### config.mk
export PLATFORM = sky130hd
export DESIGN_NAME = ma_window_scheduler
export DESIGN_NICKNAME = d
export VERILOG_FILES = /design/src/rtl/ma_window_scheduler.sv
export SDC_FILE = /design/constraint.sdc
export NUM_CORES = 1
export LEC_CHECK = 0
export ABC_CLOCK_PERIOD_IN_PS = 5400
export CAP_MARGIN = 20
export CORE_ASPECT_RATIO = 1.4
export CORE_UTILIZATION = 50
export DETAILED_ROUTE_END_ITERATION = 12
export PLACE_DENSITY = 0.69
export SETUP_SLACK_MARGIN = 0.1
export SKIP_CTS_REPAIR_TIMING = 1
export SYNTH_ARGS = -nofsm -noshare
export SYNTH_HDL_FRONTEND = slang
export SYNTH_SLANG_ARGS = --single-unit
### constraint.sdc
create_clock -name clock -period 5.4 [get_ports clock]
set_clock_uncertainty 0.1 [all_clocks]
set_input_delay 1.08 -clock clock [delete_from_list [all_inputs] [get_ports clock]]
set_output_delay 1.08 -clock clock [all_outputs]
set_load 0.01 [all_outputs]
### src/rtl/ma_window_scheduler.sv
// Window scheduler for the pipelined multiply-adder tree: walks output positions row-major,
// tracks the tree latency with a tag shift register and buffers sums in a credit-guarded FIFO.
module ma_window_scheduler #(
    parameter int IMG_W       = 8,
    parameter int IMG_H       = 8,
    parameter int KERNEL_SIZE = 3,
    parameter int MA_LATENCY  = 5,
    parameter int SUM_W       = 32,
    parameter int FIFO_DEPTH  = 8,
    localparam int OUT_W = IMG_W - KERNEL_SIZE + 1,
    localparam int OUT_H = IMG_H - KERNEL_SIZE + 1,
    localparam int ROW_W = (OUT_H > 1) ? $clog2(OUT_H) : 1,
    localparam int COL_W = (OUT_W > 1) ? $clog2(OUT_W) : 1
) (
    input  logic             clock,
    input  logic             reset,
    input  logic             start,
    output logic             busy,
    output logic             done,
    output logic             win_issue,
    output logic [ROW_W-1:0] win_row,
    output logic [COL_W-1:0] win_col,
    input  logic [SUM_W-1:0] ma_sum,
    output logic [SUM_W-1:0] res_data,
    output logic [ROW_W-1:0] res_row,
    output logic [COL_W-1:0] res_col,
    output logic             res_last,
    output logic             res_valid,
    input  logic             res_ready
);

    localparam int PTR_W = (FIFO_DEPTH > 1) ? $clog2(FIFO_DEPTH) : 1;
    localparam int CNT_W = $clog2(FIFO_DEPTH + 1);

    typedef enum logic [1:0] {
        IDLE,
        ISSUE,
        DRAIN,
        DONE
    } state_t;

    typedef struct packed {
        logic             valid;
        logic [ROW_W-1:0] row;
        logic [COL_W-1:0] col;
        logic             last;
    } tag_t;

    typedef struct packed {
        logic [SUM_W-1:0] sum;
        logic [ROW_W-1:0] row;
        logic [COL_W-1:0] col;
        logic             last;
    } entry_t;

    state_t           state_q, state_d;
    logic [ROW_W-1:0] row_q;
    logic [COL_W-1:0] col_q;
    logic [CNT_W-1:0] credits_q;
    logic [CNT_W-1:0] fifo_count_q;
    logic [PTR_W-1:0] wr_ptr_q, rd_ptr_q;
    tag_t             sr_q [MA_LATENCY];
    entry_t           mem_q [FIFO_DEPTH];
    entry_t           head;

    logic issue;
    logic pop;
    logic fifo_wr;
    logic fifo_full;
    logic at_last_pos;
    logic sr_busy;

    assign res_valid   = (fifo_count_q != '0);
    assign pop         = res_valid && res_ready;
    assign fifo_wr     = sr_q[MA_LATENCY-1].valid;
    assign fifo_full   = (fifo_count_q == CNT_W'(FIFO_DEPTH));
    assign at_last_pos = (row_q == ROW_W'(OUT_H - 1)) && (col_q == COL_W'(OUT_W - 1));

    assign win_issue = issue;
    assign win_row   = row_q;
    assign win_col   = col_q;

    always_comb begin
        sr_busy = 1'b0;
        for (int unsigned i = 0; i < MA_LATENCY; i++) begin
            sr_busy = sr_busy | sr_q[i].valid;
        end
    end

    always_ff @(posedge clock or negedge reset) begin
        if (!reset) begin
            state_q <= IDLE;
        end else begin
            state_q <= state_d;
        end
    end

    // A pop may free the credit an issue needs in the same cycle, so issue depends on res_ready.
    always_comb begin
        state_d = state_q;
        issue   = 1'b0;
        busy    = 1'b0;
        done    = 1'b0;
        case (state_q)
            IDLE: begin
                if (start) begin
                    state_d = ISSUE;
                end
            end
            ISSUE: begin
                busy = 1'b1;
                if ((credits_q != '0) || pop) begin
                    issue = 1'b1;
                    if (at_last_pos) begin
                        state_d = DRAIN;
                    end
                end
            end
            DRAIN: begin
                busy = 1'b1;
                // Finish as the final entry leaves, so done follows the last pop by one cycle.
                if (!sr_busy && ((fifo_count_q == '0) || ((fifo_count_q == CNT_W'(1)) && pop))) begin
                    state_d = DONE;
                end
            end
            DONE: begin
                done    = 1'b1;
                state_d = IDLE;
            end
            default: state_d = IDLE;
        endcase
    end

    always_ff @(posedge clock or negedge reset) begin
        if (!reset) begin
            row_q <= '0;
            col_q <= '0;
        end else if (state_q == IDLE && start) begin
            row_q <= '0;
            col_q <= '0;
        end else if (issue) begin
            if (col_q == COL_W'(OUT_W - 1)) begin
                col_q <= '0;
                row_q <= at_last_pos ? '0 : row_q + 1'b1;
            end else begin
                col_q <= col_q + 1'b1;
            end
        end
    end

    always_ff @(posedge clock or negedge reset) begin
        if (!reset) begin
            credits_q <= CNT_W'(FIFO_DEPTH);
        end else begin
            case ({issue, pop})
                2'b10:   credits_q <= credits_q - 1'b1;
                2'b01:   credits_q <= credits_q + 1'b1;
                default: credits_q <= credits_q;
            endcase
        end
    end

    always_ff @(posedge clock or negedge reset) begin
        if (!reset) begin
            for (int unsigned i = 0; i < MA_LATENCY; i++) begin
                sr_q[i] <= '0;
            end
        end else begin
            sr_q[0].valid <= issue;
            sr_q[0].row   <= row_q;
            sr_q[0].col   <= col_q;
            sr_q[0].last  <= at_last_pos;
            for (int unsigned i = 1; i < MA_LATENCY; i++) begin
                sr_q[i] <= sr_q[i-1];
            end
        end
    end

    always_ff @(posedge clock or negedge reset) begin
        if (!reset) begin
            wr_ptr_q     <= '0;
            rd_ptr_q     <= '0;
            fifo_count_q <= '0;
        end else begin
            if (fifo_wr) begin
                wr_ptr_q <= wr_ptr_q + 1'b1;
            end
            if (pop) begin
                rd_ptr_q <= rd_ptr_q + 1'b1;
            end
            case ({fifo_wr, pop})
                2'b10:   fifo_count_q <= fifo_count_q + 1'b1;
                2'b01:   fifo_count_q <= fifo_count_q - 1'b1;
                default: fifo_count_q <= fifo_count_q;
            endcase
        end
    end

    always_ff @(posedge clock) begin
        if (fifo_wr) begin
            mem_q[wr_ptr_q].sum  <= ma_sum;
            mem_q[wr_ptr_q].row  <= sr_q[MA_LATENCY-1].row;
            mem_q[wr_ptr_q].col  <= sr_q[MA_LATENCY-1].col;
            mem_q[wr_ptr_q].last <= sr_q[MA_LATENCY-1].last;
        end
    end

    // Storage is not reset; gating by res_valid keeps outputs at zero while empty.
    assign head     = mem_q[rd_ptr_q];
    assign res_data = res_valid ? head.sum  : '0;
    assign res_row  = res_valid ? head.row  : '0;
    assign res_col  = res_valid ? head.col  : '0;
    assign res_last = res_valid ? head.last : 1'b0;

    fifo_no_overflow : assert property (@(posedge clock) disable iff (!reset)
        !(fifo_wr && fifo_full && !pop));

endmodule

==> metrics.md, run 1 <==
| Metric | Value |
|---|---|
| Min cycle time layout | 4.42 ns |
| Share of cells above drive strength 1 | 20.8% |
| Die height | 201 um |
| Post-synth cell types | 43 |
| R2R Setup Slk | 2.58 ns |
| Fill cell count | 2031 |
| Wirelength, routed | 26.2 mm |
| Top Ports | 85 |
| Placed insts | 1112 |
| CTS buffer count | 34 |
| Worst min path class | flop to flop |
| First-pass GRT wire length | 40.4 mm |
| Async set-or-reset flop fraction in the synthesized netlist | 16.6% |
| PD cells | 542 nW/um^2 |
| DR vias/cell | 5.58 |
| Design area | 16600 sq um |
| Die outline width | 144 um |
| Critical Path RT | 4.22 ns |
| Flops & latches, synth | 374 |
| Synth Instances | 672 |
| Initial antenna violation count | 2 |
| Clock Latency Late Sink | 0.50 ns |
| Routability cong. | 0.723 |
| GR Util All Layers | 19.0% |
| Storage element area | 10900 sq um |
| Post-synthesis sequential area ratio | 77.2% |
| GRT overflow | 0 |
| Bufs on Longest Clock Path | 3 |
| Cell Area, Placed | 15500 sq um |
| Core ar. | 27700 sq um |
| Min-Delay Endpoint | sr_q[22] |
| Initial core utilization | 51.0% |
| Critical Path Fanout Max | 33 |
| CP Class | flop to primary output |
| Worst hold path stage count | 0 |
| Setup_tns | 0 ns |
| CP startpoint kind | flop |
| Worst slew margin | 30.0% |
| DR vias | 6555 |
| Post-synthesis cell area | 14100 sq um |
| Nets | 831 |
| Reg2reg path depth | 13 |
| CTS tree | done |
| Post-route ant nets | 0 |
| Synth area leader | edfxtp_1 |
| Max Clock Freq | 0.226 GHz |
| Total clock sinks | 374 |
| Hold_sp | sr_q[30] |
| MaxCap Viol Count | 0 |
| Vias in the first global route | 7169 |
| Syn Nets | 724 |
| Leak | 5.73 nW |
| Ys flop type | edfxtp_1 |
| Max H-tree Level | 2 |
| Final hold vios | 0 |
| Initial DRC count | 364 |
| Post-route DRC | 0 |
| Largest net degree at the start of global routing | 81 |
| GR Layer Usage met3 | 3.34% |
| GRT met2 Usage | 33.3% |
| Status | completed |
| Detailed placement HPWL | 14.2 mm |
| Non-filler cells, final | 1174 |
| Post-synth EDFFs | 312 |
| Layout area overhead | 17.6% |
| Share of the synthesized area in the top cell type | 66.2% |
| Fin crit share | 81.8% |
| CP Capture Type | primary output |
| I/O Buffers | 84 |
| Clk root buf | clkbuf_16 |
| Maximum vdd ir drop | 0.353 mV |
| RR Endpoint | credits_q[3] |
| Row count | 72 |
| RSZ-0062 raised after global routing | false |
| YS warnings | 0 |
| Worst-path clk slew | 0.06 ns |
| Worst reg2reg path startpoint | fifo_count_q[0] |
| Top cells by area, synth | edfxtp_1 (66%), mux4_2 (12%), dfrtp_1 (11%) |
| Setup violators final | 0 |
| Met1 Use GR | 24.0% |
| Worst slew pin tran | 1.04 ns |
| Multi-input gate area | 3120 sq um |
| Slew Limit Fails | 0 |
| Crit path DAT | 3.24 ns |
| Avg Inst Size Synth | 21.0 sq um |
| Die area | 29000 sq um |
| Busiest grt layer | met2 |
| Pre-antenna DRT Iters | 5 |
| Routed WL per cell | 22.3 um |
-- Yosys cell counts, types with 2 or more instances --
library cell	n
mux2_2	3
nand3_1	4
nand2_1	14
nor3_1	3
o21ai_0	4
dfrtp_1	61
buf_2	9
mux4_2	78
inv_1	8
ha_1	15
nand2b_1	3
xnor2_1	7
edfxtp_1	312
xor2_1	4
mux2i_1	40
a21oi_1	9
or3b_1	2
nor2_1	52
clkbuf_1	15
buf_4	2
or3_1	3
buf_1	3
-- area by class of cell --
type	count	area share, %
flip-flops and latches	374	65.7
multi-input cells	260	18.8
repair buffers	100	5.89
clock buffers	45	5.61
well taps	370	2.78
clock inverters	15	0.971
inverters	9	0.203
diodes	1	0.0151
-- critical path: stages (launching register included) --
cell and delay, ns:
dfrtp_4 0.85, buf_4 0.54, mux4_2 0.58, mux2i_1 0.15, nor2_1 0.06, clkdlybuf4s50_1 0.54
-- worst max-delay path by stage --
stage | to | start
floorplan | mem_q[1][0] | fifo_wr
global placement | res_row[2] | rd_ptr_q[0]
detailed placement | res_row[2] | rd_ptr_q[0]
CTS | res_col[0] | rd_ptr_q[0]
global route | res_col[1] | rd_ptr_q[0]
finish | res_col[1] | rd_ptr_q[0]
-- placed cells by master, fill, tap and decap left out, types with 4 or more instances in the layout --
cell / Yosys / routed
xnor2_1: 7 / 7
mux4_2: 78 / 78
nor2_4: 1 / 7
buf_4: 2 / 14
o21ai_0: 4 / 4
nand2_1: 14 / 14
clkinv_1: 0 / 5
a21oi_1: 9 / 9
clkbuf_16: 0 / 35
clkdlybuf4s50_1: 0 / 83
clkbuf_1: 15 / 8
nand3_1: 4 / 4
ha_1: 15 / 15
mux2i_1: 40 / 40
clkinvlp_4: 0 / 4
nor2_1: 52 / 46
xor2_1: 4 / 4
dfrtp_1: 61 / 58
edfxtp_1: 312 / 312
inv_1: 8 / 8
-- stage by stage --
| stage | setup WS, ns | util (%) | hold slack [ns] | power [W] |
|---|---|---|---|---|
| 6_report | 0.983 | 59.9 | 0.246 | 0.00901 |
| 5_1_grt | 0.766 | 59.9 | 0.257 | 0.00943 |
| 4_1_cts | 0.909 | 59.8 | 0.246 | 0.00911 |
| 3_5_place_dp | 1.44 | 55.9 | 0.235 | 0.00675 |
| 3_3_place_gp | 1.46 | 55.8 | 0.232 | 0.00664 |
| 2_1_floorplan | 1.46 | - | 0.231 | 0.00558 |
-- report_power, final --
part / internal [W] / switching (W) / leakage [nW]
clock network: 0.00137 / 0.000982 / 0.519
registers: 0.00356 / 0.000348 / 3.64
logic: 0.00149 / 0.00126 / 1.58
total: 0.00642 / 0.00259 / 5.73
-- sequential cells by signal, indices dropped and copies added, names as in the netlist --
register      cells
fifo_count_q      4
wr_ptr_q          3
rd_ptr_q          3
fifo_wr           1
state_q           2
sr_q             39
win_col           3
mem_q           312
win_row           3
credits_q         4
-- kinds of logic after synthesis --
family / share of synthesized area [%]
buffers and inverters: 1.14
xor gates and xnor gates: 0.681
DFF: 77.2
muxes: 15.6
AOI/OAI and AO/OA: 0.708
and+or+nand+nor: 3.18
adders and majority gates: 1.47
-- layer usage --
layer  vias up  part of all wire (%)
met2       168                    53
met1      3454                    39
met5         -                 0.042
met3        42                   5.7
li1       2889                     -
met4         2                   2.0
(Power assumes the default switching activity.)
==> run 2: changes to the inputs <==
ABC_CLOCK_PERIOD_IN_PS = 3800   (was 5400)
PLACE_DENSITY = 0.72   (was 0.69)
clock period = 3.8 ns   (was 5.4 ns; I/O delays follow)
==> run 2 against run 1 <==
Combinational power is 54% higher; sequential power is 39% higher; die area stayed put; via count is 0.52% higher; final area is 1.1% higher; non-clock buffer count is 9 higher; power is 45% higher; register-to-register slack worse by 1.7 ns; hold slack worse by 0.0036 ns; clock-buffer cell count is 4 higher; critical path depth stayed put; global-route usage is 0.55 points higher; critical path type unchanged; largest cell class unchanged.
==> metrics.md, run 2 (synthesis results as in run 1) <==
| Metric | Value |
|---|---|
| GR Util All Layers | 19.5% (+0.55 points) |
| Worst slew pin tran | 0.689 ns (-0.354 ns) |
| Slew Limit Fails | 0 (unchanged) |
| Min cycle time layout | 3.53 ns |
| Worst hold slack | 0.242 ns (-0.00356 ns) |
| Share of cells above drive strength 1 | 21.3% (+0.50 points) |
| Fin crit share | 93.0% |
| Largest registers | mem_q (312), sr_q (39) |
| Die height | 201 um (unchanged) |
| CTS buffer count | 36 (+5.9%) |
| Top Ports | 85 (unchanged) |
| Worst slew margin | 54.1% (+24 points) |
| Bufs on Longest Clock Path | 3 (unchanged) |
| Die outline width | 144 um (unchanged) |
| Initial DRC count | 462 (+27%) |
| RSZ-0062 raised after global routing | false |
| Layout area overhead | 18.9% |
| Critical Path Fanout Max | 30 (-9.1%) |
| Max Clock Freq | 0.283 GHz |
| Core ar. | 27700 sq um (unchanged) |
| Setup violators final | 0 (unchanged) |
| Wirelength, routed | 26.6 mm (+1.5%) |
| DR vias | 6589 (+0.52%) |
| Nets | 842 (+1.3%) |
| Row count | 72 (unchanged) |
| Most flop-heavy register | mem_q |
| Final hold vios | 0 (unchanged) |
| Most frequent cells in the layout | edfxtp_1 (312), clkdlybuf4s50_1 (83), mux4_2 (78), dfrtp_1 (58), nor2_1 (46) |
| Total clock sinks | 374 (unchanged) |
| Routability cong. | 0.727 (+0.55%) |
| I/O Buffers | 84 (unchanged) |
| Die area | 29000 sq um (unchanged) |
| MaxCap Viol Count | 0 (unchanged) |
| Largest net degree at the start of global routing | 48 (-41%) |
| Maximum vdd ir drop | 0.495 mV (+40%) |
| Critical Path RT | 2.94 ns (-1.28 ns) |
| Vias in the first global route | 7209 (+0.56%) |
| Routed WL per cell | 22.4 um (+0.27%) |
| Clk root buf | clkbuf_16 |
| Commonest non-fill, non-tap cell in the layout | edfxtp_1 |
| Non-filler cells, final | 1188 (+1.2%) |
| Leak | 5.84 nW (+1.8%) |
| Place WS | 0.590 ns (-0.853 ns) |
| Pre-antenna DRT Iters | 4 (-1) |
| GRT overflow | 0 (unchanged) |
| First-pass GRT wire length | 41.3 mm (+2.3%) |
| Post-route ant nets | 0 (unchanged) |
| CP startpoint kind | flop |
| Max reg flops | 312 (unchanged) |
| Final Core Density | 60.6% (+0.67 points) |
| Post-route DRC | 0 (unchanged) |
| Final worst slack | 0.267 ns (-0.716 ns) |
| Initial antenna violation count | 1 (-1) |
| PD cells | 776 nW/um^2 (+43%) |
| Worst-path clk slew | 0.06 ns (about the same) |
| CP Capture Type | primary output |
| CTS tree | done |
| Placed insts | 1114 (+0.18%) |
| CP Class | flop to primary output |
| Max H-tree Level | 2 (unchanged) |
| Crit path DAT | 2.67 ns (-0.57 ns) |
| Setup_tns | 0 ns (unchanged) |
| Clock Latency Late Sink | 0.52 ns (+0.02 ns) |
| Detailed placement HPWL | 14.8 mm (+4.7%) |
| Initial core utilization | 51.0% (unchanged) |
| Worst min path class | flop to flop |
| Status | completed |
| DR vias/cell | 5.55 (-0.67%) |
==> run 2: cell count changes in the layout (fill, tap and decap cells not counted), sizes merged <==
| cell | delta |
|---|---|
| inv | +2 |
| clkinv | +4 |
| buf | +7 |
| bufinv | -1 |
| clkinvlp | -4 |
| dlygate4sd3 | +1 |
| clkbuf | +5 |
==> run 2: power breakdown <==
| group | switching (W) | leakage, nW | internal (W) | total, W |
|---|---|---|---|---|
| registers | 0.000364 | 3.64 | 0.00506 | 0.00543 |
| logic | 0.00198 | 1.66 | 0.00226 | 0.00424 |
| clock network | 0.00143 | 0.542 | 0.00195 | 0.00339 |
==> run 2: through the flow <==
stage / total power (W) / area (sq um)
final: 0.0131 / 16800
after global routing: 0.0137 / 16800
after CTS: 0.0131 / 16700
after detailed placement: 0.00968 / 15600
after global placement: 0.00954 / 15600
after floorplan: 0.00793 / 14200
==> run 2: worst paths after layout <==
check	end	slack, ns	depth (start not counted)	from
worst min register to register	sr_q[9]	0.24	0	sr_q[17]
worst max register to register	credits_q[3]	0.84	13	fifo_count_q[0]
min in group asynchronous	credits_q[1]	0.51	2	reset
worst min-delay path	sr_q[9]	0.24	0	sr_q[17]
worst max-delay path	res_col[0]	0.27	5	rd_ptr_q[1]
max in group asynchronous	sr_q[5]	2.34	4	reset
==> run 2: critical path, stage by stage (launching register included) <==
cell             delay (ns)
dfrtp_4                0.69
buf_12                 0.28
mux4_2                 0.33
mux2i_1                0.21
nor2_1                 0.12
clkdlybuf4s50_1        0.51
==> run 2: final cells by class <==
| cell class | count | area (sq um) |
|---|---|---|
| fill | 1991 | 10900 |
| sequential | 374 | 10900 |
| multi-input combinational | 260 | 3130 |
| timing repair buffer | 109 | 1130 |
| clock buffer | 49 | 981 |
| tap | 370 | 463 |
| clock inverter | 16 | 133 |
| inverter | 9 | 33.8 |
| antenna | 1 | 2.50 |
==> run 2: metal layers <==
layer,wire [um],global-route usage (%)
met1,10400,24.4
met2,14400,34.3
met3,1290,3.70
met4,513,5.75
met5,17,0
